--- src/rtl/seq_mon_pkg.sv ---
// +----------------------------------------------------------------------------+
// | seq_mon_pkg : shared state encoding and default widths for the hit monitor  |
// | Revision    : 1.0                                                          |
// +----------------------------------------------------------------------------+
`default_nettype none

package seq_mon_pkg;

  localparam int DEF_CNT_W = 8;
  localparam int DEF_WIN_W = 16;

  typedef enum logic [1:0] {
    IDLE  = 2'd0,
    RUN   = 2'd1,
    ALARM = 2'd2
  } mon_state_t;

endpackage

`default_nettype wire

--- src/rtl/seq_win_timer.sv ---
// +----------------------------------------------------------------------------+
// | seq_win_timer : window down-counter, shadows the clamped length, flags     |
// |                 the final cycle of each window                             |
// | Revision      : 1.0                                                        |
// +----------------------------------------------------------------------------+
`default_nettype none

module seq_win_timer #(
  parameter int WIN_W = 16
) (
  input  logic             clk,
  input  logic             rst,
  input  logic             load_i,
  input  logic [WIN_W-1:0] len_i,
  input  logic             run_i,
  input  logic             clr_i,
  output logic             last_o
);

  localparam logic [WIN_W-1:0] ONE = {{(WIN_W-1){1'b0}}, 1'b1};

  logic [WIN_W-1:0] timer_q;
  logic [WIN_W-1:0] len_s_q;
  logic [WIN_W-1:0] len_clamp;

  assign len_clamp = (len_i == '0) ? ONE : len_i;
  assign last_o    = (timer_q == '0);

  // Reloading at zero keeps the timer from ever wrapping.
  always_ff @(posedge clk or posedge rst) begin
    if (rst) begin
      timer_q <= '0;
      len_s_q <= '0;
    end else if (load_i) begin
      len_s_q <= len_clamp;
      timer_q <= len_clamp - ONE;
    end else if (clr_i) begin
      timer_q <= '0;
    end else if (run_i) begin
      timer_q <= (timer_q == '0) ? (len_s_q - ONE) : (timer_q - ONE);
    end
  end

endmodule

`default_nettype wire

--- src/rtl/seq_hit_monitor.sv ---
// +----------------------------------------------------------------------------+
// | seq_hit_monitor : windowed hit counter with saturation and acked alarm     |
// | Revision        : 1.0                                                      |
// +----------------------------------------------------------------------------+
`default_nettype none

module seq_hit_monitor
  import seq_mon_pkg::*;
#(
  parameter int CNT_W = DEF_CNT_W,
  parameter int WIN_W = DEF_WIN_W
) (
  input  logic             clk,
  input  logic             rst,
  input  logic             en,
  input  logic             hit,
  input  logic [WIN_W-1:0] win_len,
  input  logic [CNT_W-1:0] thresh,
  input  logic             alarm_ack,
  output logic [CNT_W-1:0] cnt,
  output logic [CNT_W-1:0] last_cnt,
  output logic             last_sat,
  output logic             win_done,
  output logic             alarm
);

  localparam logic [CNT_W-1:0] CNT_MAX = {CNT_W{1'b1}};
  localparam logic [CNT_W-1:0] CNT_ONE = {{(CNT_W-1){1'b0}}, 1'b1};

  mon_state_t       state_q, state_d;
  logic [CNT_W-1:0] cnt_q, cnt_d;
  logic [CNT_W-1:0] last_cnt_q, last_cnt_d;
  logic [CNT_W-1:0] thresh_q, thresh_d;
  logic             sat_q, sat_d;
  logic             last_sat_q, last_sat_d;
  logic             win_done_q, win_done_d;

  logic             running;
  logic             counting;
  logic             win_end;
  logic             hit_lost;
  logic [CNT_W-1:0] final_cnt;
  logic             alarm_cond;

  assign running  = (state_q != IDLE);
  assign counting = running && en;

  seq_win_timer #(
    .WIN_W (WIN_W)
  ) u_timer (
    .clk    (clk),
    .rst    (rst),
    .load_i ((state_q == IDLE) && en),
    .len_i  (win_len),
    .run_i  (counting),
    .clr_i  (running && !en),
    .last_o (win_end)
  );

  // A hit arriving on a full counter is dropped and marks the window saturated.
  assign hit_lost   = hit && (cnt_q == CNT_MAX);
  assign final_cnt  = (hit && !hit_lost) ? (cnt_q + CNT_ONE) : cnt_q;
  assign alarm_cond = counting && win_end && (thresh_q != '0) && (final_cnt >= thresh_q);

  always_ff @(posedge clk or posedge rst) begin
    if (rst) begin
      state_q <= IDLE;
    end else begin
      state_q <= state_d;
    end
  end

  always_comb begin
    state_d = state_q;
    case (state_q)
      IDLE: begin
        if (en) state_d = RUN;
      end
      RUN: begin
        if (!en)            state_d = IDLE;
        else if (alarm_cond) state_d = ALARM;
      end
      ALARM: begin
        if (!en)                           state_d = IDLE;
        else if (!alarm_cond && alarm_ack) state_d = RUN;
      end
      default: state_d = IDLE;
    endcase
  end

  always_comb begin
    alarm = (state_q == ALARM);
  end

  always_comb begin
    cnt_d      = cnt_q;
    sat_d      = sat_q;
    last_cnt_d = last_cnt_q;
    last_sat_d = last_sat_q;
    thresh_d   = thresh_q;
    win_done_d = 1'b0;
    if (!running) begin
      cnt_d = '0;
      sat_d = 1'b0;
      if (en) thresh_d = thresh;
    end else if (!en) begin
      cnt_d = '0;
      sat_d = 1'b0;
    end else if (win_end) begin
      last_cnt_d = final_cnt;
      last_sat_d = sat_q || hit_lost;
      cnt_d      = '0;
      sat_d      = 1'b0;
      win_done_d = 1'b1;
    end else begin
      cnt_d = final_cnt;
      sat_d = sat_q || hit_lost;
    end
  end

  always_ff @(posedge clk or posedge rst) begin
    if (rst) begin
      cnt_q      <= '0;
      sat_q      <= 1'b0;
      last_cnt_q <= '0;
      last_sat_q <= 1'b0;
      thresh_q   <= '0;
      win_done_q <= 1'b0;
    end else begin
      cnt_q      <= cnt_d;
      sat_q      <= sat_d;
      last_cnt_q <= last_cnt_d;
      last_sat_q <= last_sat_d;
      thresh_q   <= thresh_d;
      win_done_q <= win_done_d;
    end
  end

  assign cnt      = cnt_q;
  assign last_cnt = last_cnt_q;
  assign last_sat = last_sat_q;
  assign win_done = win_done_q;

endmodule

`default_nettype wire

--- config.mk ---
export PLATFORM = sky130hd
export DESIGN_NAME = seq_hit_monitor
export DESIGN_NICKNAME = d
export VERILOG_FILES = /design/src/rtl/seq_mon_pkg.sv /design/src/rtl/seq_win_timer.sv /design/src/rtl/seq_hit_monitor.sv
export SDC_FILE = /design/constraint.sdc
export NUM_CORES = 1
export LEC_CHECK = 0
export ABC_AREA = 1
export CORE_ASPECT_RATIO = 1.25
export CORE_MARGIN = 2
export CORE_UTILIZATION = 25
export DETAILED_ROUTE_END_ITERATION = 8
export HOLD_SLACK_MARGIN = 0.03
export MAX_ROUTING_LAYER = met4
export PLACE_DENSITY = 0.49
export SLEW_MARGIN = 20
export SYNTH_ARGS = -nofsm -noshare
export SYNTH_HDL_FRONTEND = slang
export SYNTH_SLANG_ARGS = --single-unit
--- constraint.sdc ---
create_clock -name clk -period 2.53 [get_ports clk]
set_clock_uncertainty 0.1 [all_clocks]
set_input_delay 0.3795 -clock clk [delete_from_list [all_inputs] [get_ports clk]]
set_output_delay 0.3795 -clock clk [all_outputs]
set_load 0.03 [all_outputs]
==> out/results.tsv, run 1 <==
stage	metric	value	unit
placed_design	hpwl dp	9.00	mm
worst_hold_path	worst hold path type	input port to async pin	
synthesis	area leader, netlist	dfrtp_1	
power	Leak	2.64	nW
detailed_routing	WL/cell	13.5	µm
layout	fraction of layout cells with a size suffix above 1	21.6	%
cts	total CTS buffers	9	
timing	fmax	0.364	GHz
placed_design	Inst Count DP	824	
synthesis	ranking of synthesized cells by area	dfrtp_1, nand2_1, inv_1	
detailed_routing	via count	3770	
layout	Non-Filler Instances	849	
timing	Fin Setup TNS	-0.418	ns
flow_run	maxcap violations	0	
cts	CTS tree	done	
detailed_routing	vias per cell	4.44	
placed_design	Port Buffer Count	47	
synthesis	unique cell type count in the Yosys netlist	32	
die	Core ar.	15000	µm²
status	status	complete, but fails checks	
detailed_routing	remaining routing DRC violations	0	
detailed_routing	Initial DRC Count	197	
detailed_routing	DRT antenna net count	0	
timing	Setup violations, final	2	
worst_setup_path	element type at the critical path start	flip-flop	
global_route	grt ovf	0	
worst_setup_path	Worst Path Max Fanout	3	
global_route	largest net degree at the start of global routing	62	
status	failing checks	setup timing	
global_route	initial antenna violation count	0	
die	standard-cell rows	50	
synthesis	Synth Register Bits	61	
synthesis	sequential share of the synthesized area	39.7	%
cts	CTS root buf	clkbuf_16	
cts	insertion delay to the later sink of the worst-skew pair	0.34	ns
worst_setup_path	CP Capture Type	flip-flop	
die	Die Y	143	µm
worst_setup_path	Crit Path Category	flip-flop to flip-flop	
global_route	vias in the first global route	3787	
die	Ports	48	
synthesis	Syn Inst Count	547	
die	area of the die	16400	µm²
cts	Clock Path Buffers	2	
timing	Worst slew margin	68.7	%
worst_setup_path	Req. time, crit path	2.66	ns
layout	fin nets	702	
layout	Layout area overhead	41.9	%
placed_design	RePlAce Congestion	0.854	
timing	Least-Margin Pin Slew	0.468	ns
layout	Antenna Diode Count	0	
detailed_routing	length of the first detailed-routing pass in iterations	4	
timing	final hold vios	0	
cts	CTS sink count	61	
synthesis	Synthesized Nets	587	
detailed_routing	WL final	11.4	mm
global_route	first-pass GRT wire length	18.9	mm
synthesis	Mapped Area	3850	µm²
placed_design	post-placement cell area	4990	µm²
synthesis	post-synth top area share	39.7	%
synthesis	Mapped Avg Cell Area	7.04	µm²
cts	H-tree Lvls	3	
layout	Final Util	36.4	%
global_route	Total GRT Usage	15.4	%
timing	max-slew violation count	0	
power	Pwr Density	802	nW/µm²
timing	final worst slack	-0.219	ns
cts	clk slew on worst S/H paths	0.06	ns
power	total power	4.38	mW
synthesis	Yosys warnings	0	
die	Die X	115	µm
worst_setup_path	Crit path arrival time	2.88	ns
timing	Final Cycle Share	109	%
power	maximum VDD drop	315	µV
timing	min Tclk post-route	2.75	ns
timing	RSZ-0062 raised after global routing	true	
die	Initial Utilization	25.6	%
layout	final instance area	5460	µm²
## metrics by stage
| stage | setup WS (ns) | hold slack [ns] |
|---|---|---|
| 2_1_floorplan | -0.207 | 0.343 |
| 3_3_place_gp | -0.370 | 0.368 |
| 3_5_place_dp | -0.453 | 0.373 |
| 4_1_cts | -0.272 | 0.334 |
| 5_1_grt | -0.411 | 0.364 |
| 6_report | -0.219 | 0.331 |
## Yosys cell counts (all sizes together)
| library cell | instances |
|---|---|
| dfrtp | 61 |
| clkbuf | 7 |
| nand2 | 131 |
| a221o | 1 |
| ha | 11 |
| xnor2 | 2 |
| a31oi | 4 |
| a21boi | 1 |
| o21bai | 4 |
| buf | 6 |
| nand3 | 44 |
| a22oi | 2 |
| o2111ai | 1 |
| nor4 | 2 |
| o21ai | 48 |
| xor2 | 9 |
| nor2 | 90 |
| nand4 | 4 |
| or2 | 1 |
| a21oi | 20 |
| nor3 | 8 |
| inv | 90 |
## logic make-up after synthesis
family / after synthesis / synth area share [%]
buffers and inverters: 103 / 10.6
adders and majority gates: 11 / 3.58
and+or+nand+nor: 280 / 32.2
AOI/OAI and AO/OA: 81 / 11.4
DFF: 61 / 39.7
xor gates and xnor gates: 11 / 2.50
## flip-flops by register name (all words and copies together) (netlist names)
signal,flops
sat_q,1
win_done,1
u_timer.timer_q,16
last_sat,1
last_cnt,8
state_q,2
thresh_q,8
u_timer.len_s_q,16
cnt,8
## placed cells by master, fill, tap and decap left out, types with 4 or more instances in the layout
| master | count |
|---|---|
| nand4_1 | 4 |
| clkbuf_16 | 9 |
| inv_1 | 85 |
| clkdlybuf4s50_1 | 47 |
| inv_2 | 5 |
| ha_1 | 8 |
| nor2_2 | 12 |
| nand2_4 | 5 |
| nor3_1 | 5 |
| a31oi_1 | 4 |
| buf_4 | 68 |
| a21oi_1 | 19 |
| nand2_2 | 10 |
| nand3_1 | 34 |
| o21ai_1 | 6 |
| dfrtp_2 | 5 |
| nor2_1 | 74 |
| nand2_1 | 116 |
| o21ai_0 | 42 |
| nor2_4 | 4 |
| dfrtp_1 | 56 |
| xor2_1 | 8 |
| o21bai_1 | 4 |
| nand3_2 | 9 |
## layer usage
metal  GRT usage [%]  wire length (µm)
met1            17.2              4900
met2            27.1              5970
met3            3.06               389
met4            5.71               177
met5               -                 0
## path summary, 6_finish.rpt
path                       startpoint     endpoint  slack (ns)  cells after the start
max in group asynchronous         rst       cnt[0]        1.72                      3
setup / recovery               cnt[1]   state_q[0]       -0.22                     19
min in group clk             last_sat     last_sat        0.38                      2
hold / removal                    rst  thresh_q[4]        0.33                      3
hold reg to reg              last_sat     last_sat        0.38                      2
setup reg to reg               cnt[1]   state_q[0]       -0.22                     19
## critical path, cell delays in order (launching register included)
cell and delay, ns:
dfrtp_2 0.38, ha_4 0.15, nand2_4 0.05, nor3_4 0.19, nand3_2 0.12, nand2_4 0.12
buf_6 0.11, inv_2 0.04, nand4_1 0.07, xor2_1 0.20, inv_1 0.10, ha_4 0.27
nand2_2 0.05, nor2_4 0.09, nand4_1 0.10, o2111ai_1 0.09, nand2_1 0.10, nand2_1 0.08
nand3_2 0.07, a21boi_1 0.14
## power by group
part	leakage (nW)	total [mW]	internal (mW)	switching (mW)
Combinational	1.73	1.73	0.642	1.08
Sequential	0.770	1.48	1.27	0.206
Clock	0.140	1.17	0.742	0.431
Total	2.64	4.38	2.66	1.72
## repair_timing
item	CTS	global route
hold endpoints to repair	0	0
pin swaps	14	12
hold buffers	0	0
cloned	0	0
buffers inserted	5	4
endpoints found under the setup margin	2	5
gates resized for setup	11	15
## cell type report
type	count	area [µm²]
Clock buffer	15	278
Timing Repair Buffer	117	1010
Inverter	90	338
Tap cell	182	228
Clock inverter	1	5.00
Fill cell	1602	9550
Sequential cell	61	1530
Multi-Input combinational cell	383	2070
(Power assumes the default switching activity.)
==> inputs of run 2 (changes only) <==
--- a/config.mk
+++ b/config.mk
@@ -12,7 +12,7 @@
 export DETAILED_ROUTE_END_ITERATION = 8
 export HOLD_SLACK_MARGIN = 0.03
 export MAX_ROUTING_LAYER = met4
-export PLACE_DENSITY = 0.49
+export PLACE_DENSITY_LB_ADDON = 0.05
 export SLEW_MARGIN = 20
 export SYNTH_ARGS = -nofsm -noshare
 export SYNTH_HDL_FRONTEND = slang
==> run 2 against run 1 <==
  * The flow still finishes with violations (setup timing)
  * Sequential power hardly changed
  * Count of clock-buffer cells in the layout is 5 lower
  * Worst hold slack better by 0.0040 ns
  * Cell area is 2.9% higher
  * Sequential share of layout area is 0.79 points lower
  * Combinational power hardly changed
  * Maximum frequency is 1.4% lower
  * Non-clock buffer count is 9 higher
  * Routed wire length is 13% higher
  * Cell count is 1.1% higher
  * Clock power is 18% higher
  * Critical endpoint unchanged
  * Largest cell class unchanged
  * Largest power group unchanged
==> out/results.tsv, run 2 (synthesized netlist as in run 1, its figures left out) <==
stage	metric	value	unit	change
placed_design	Port Buffer Count	47		unchanged
global_route	grt ovf	0		unchanged
worst_setup_path	Crit path top cell by count	nand2_4		
global_route	vias in the first global route	3974		was 3,787
layout	commonest non-fill, non-tap cell in the layout	nand2_1		unchanged
power	Pwr Density	825	nW/µm²	was 802 nW/µm²
placed_design	RePlAce Congestion	0.811		was 0.854
detailed_routing	vias per cell	4.48		was 4.44
timing	Setup violations, final	2		unchanged
detailed_routing	WL/cell	15.0	µm	was 13.5 µm
status	status	complete, but fails checks		unchanged
layout	Layout area overhead	46.0	%	was 41.9%
cts	insertion delay to the later sink of the worst-skew pair	0.34	ns	about the same
worst_setup_path	Crit Path Category	flip-flop to flip-flop		unchanged
global_route	first-pass GRT wire length	20.9	mm	was 18.9 mm
power	switch share	39.4	%	was 39.3%
timing	Final Cycle Share	110	%	was 109%
die	area of the die	16400	µm²	unchanged
worst_setup_path	Worst Path Max Fanout	3		unchanged
worst_hold_path	worst hold path type	input port to async pin		unchanged
cts	CTS root buf	clkbuf_16		unchanged
die	Initial Utilization	25.6	%	unchanged
worst_setup_path	sum of buffers and inverters on the critical path	1		was 3
detailed_routing	remaining routing DRC violations	0		unchanged
detailed_routing	Initial DRC Count	181		was 197
timing	min Tclk post-route	2.79	ns	was 2.75 ns
worst_setup_path	crit path cell chain	ha_4 -> nand2_4 -> nor3_4 -> nand3_2 -> nand2_4 -> nor2_4 -> nand3_4 -> nor3_4 -> xnor2_2 -> inv_2 -> ha_4 -> nand2_4 -> nor2_2 -> nand4_1 -> o2111ai_2 -> nand2_1 -> nand2_1 -> nand3_2 -> a21boi_2		was ha_4 -> nand2_4 -> nor3_4 -> nand3_2 -> nand2_4 -> buf_6 -> inv_2 -> nand4_1 -> xor2_1 -> inv_1 -> ha_4 -> nand2_2 -> nor2_4 -> nand4_1 -> o2111ai_1 -> nand2_1 -> nand2_1 -> nand3_2 -> a21boi_1
layout	area of the multi-input gates	2100	µm²	was 2070 µm²
status	failing checks	setup timing		unchanged
detailed_routing	via count	3848		was 3,770
placed_design	hpwl dp	10.2	mm	was 9.00 mm
layout	Non-Filler Instances	858		was 849
layout	FF+latch area	1530	µm²	unchanged
cts	total CTS buffers	9		unchanged
global_route	Total GRT Usage	17.4	%	was 15.4%
layout	largest registers	u_timer.len_s_q (16), u_timer.timer_q (16)		unchanged
layout	Final Util	37.4	%	was 36.4%
die	Die Y	143	µm	unchanged
timing	RSZ-0062 raised after global routing	true		unchanged
power	Leak	2.72	nW	was 2.64 nW
detailed_routing	length of the first detailed-routing pass in iterations	6		was 4
global_route	initial antenna violation count	0		unchanged
detailed_routing	DRT antenna net count	0		unchanged
cts	Clock Path Buffers	2		unchanged
worst_setup_path	max incr delay on CP	0.43	ns	was 0.38 ns
layout	fraction of layout cells with a size suffix above 1	24.0	%	was 21.6%
worst_setup_path	Req. time, crit path	2.66	ns	about the same
layout	most frequent cells in the layout	nand2_1, inv_1, buf_4		was nand2_1, inv_1, nor2_1
cts	CTS tree	done		unchanged
timing	Least-Margin Pin Slew	0.612	ns	was 0.468 ns
power	maximum VDD drop	283	µV	was 315 µV
worst_setup_path	CP max-delay cell	dfrtp_2		unchanged
worst_setup_path	element type at the critical path start	flip-flop		unchanged
worst_setup_path	CP Capture Type	flip-flop		unchanged
layout	# fillers	1621		was 1,602
die	Core ar.	15000	µm²	unchanged
power	part of the power in registers	32.5	%	was 33.8%
global_route	largest net degree at the start of global routing	25		was 62
timing	Worst slew margin	59.2	%	was 68.7%
timing	final hold vios	0		unchanged
cts	clk slew on worst S/H paths	0.06	ns	about the same
timing	fmax	0.359	GHz	was 0.364 GHz
timing	final worst slack	-0.257	ns	was -0.219 ns
die	standard-cell rows	50		unchanged
flow_run	maxcap violations	0		unchanged
cts	CTS sink count	61		unchanged
layout	fin nets	711		was 702
layout	Antenna Diode Count	0		unchanged
detailed_routing	WL final	12.9	mm	was 11.4 mm
power	total power	4.64	mW	was 4.38 mW
die	Ports	48		unchanged
die	Die X	115	µm	unchanged
power	Comb pwr share	37.8	%	was 39.4%
power	clock power share	29.7	%	was 26.8%
placed_design	Inst Count DP	829		was 824
worst_setup_path	Crit path arrival time	2.91	ns	was 2.88 ns
timing	max-slew violation count	0		unchanged
power	switching pwr	1.82	mW	was 1.72 mW
cts	H-tree Lvls	3		unchanged
power	Internal Power	2.81	mW	was 2.66 mW
worst_setup_path	Crit path max-delay family	simple AND/OR/NAND/NOR gates		unchanged
run 2: final timing paths:
| kind | from | to | slack, ns | cells after the start |
|---|---|---|---|---|
| max in group asynchronous | rst | cnt[4] | 1.42 | 3 |
| max | cnt[0] | state_q[0] | -0.26 | 19 |
| min reg2reg | last_cnt[1] | last_cnt[1] | 0.38 | 2 |
| min in group clk | last_cnt[1] | last_cnt[1] | 0.38 | 2 |
| min | rst | last_cnt[6] | 0.34 | 2 |
| max reg2reg | cnt[0] | state_q[0] | -0.26 | 19 |
run 2: final cells by class:
| cell class | instances | area share [%] |
|---|---|---|
| tap | 182 | 4.05 |
| clock inverter | 6 | 1.54 |
| inverter | 90 | 6.01 |
| clock buffer | 10 | 4.25 |
| sequential | 61 | 27.3 |
| multi-input combinational | 383 | 37.4 |
| timing repair buffer | 126 | 19.4 |
run 2: metal layers:
metal,track usage [%],vias up,share of wire [%]
met2,31.7,47,54
met1,19.1,1814,41
met5,-,-,0
li1,-,1971,-
met3,2.12,16,2.4
met4,7.04,0,2.3
run 2: stage by stage:
| stage | instance area (µm²) | setup TNS, ns | hold slack, ns | setup WS [ns] |
|---|---|---|---|---|
| finish | 5620 | -0.493 | 0.335 | -0.257 |
| CTS | 5530 | -0.600 | 0.357 | -0.319 |
| detailed placement | 5040 | -2.09 | 0.373 | -0.490 |
| global route | 5620 | -0.805 | 0.380 | -0.408 |
| floorplan | 3890 | -0.408 | 0.343 | -0.207 |
| global placement | 5040 | -1.70 | 0.367 | -0.476 |
run 2: worst reg2reg max path, stage by stage (launching register included):
cell	delay, ns
dfrtp_2	0.43
ha_4	0.17
nand2_4	0.06
nor3_4	0.04
nand3_2	0.09
nand2_4	0.07
nor2_4	0.12
nand3_4	0.10
nor3_4	0.15
xnor2_2	0.15
inv_2	0.09
ha_4	0.28
nand2_4	0.05
nor2_2	0.12
nand4_1	0.11
o2111ai_2	0.08
nand2_1	0.11
nand2_1	0.09
nand3_2	0.09
a21boi_2	0.17
run 2: repair_timing:
item                                    CTS  global route
setup buffers                             8             5
endpoints found under the setup margin    2             5
pin swaps                                16            14
hold buffers                              0             0
gates resized for setup                  20            13
gates cloned                              0             0
run 2: power by group through the flow:
stage	clock, mW	sequential (mW)	combinational [mW]
after floorplan	0	1.44	1.17
after global placement	0	1.52	1.71
after detailed placement	0	1.52	1.72
after CTS	1.42	1.51	1.76
after global routing	1.45	1.55	2.01
final	1.38	1.51	1.75
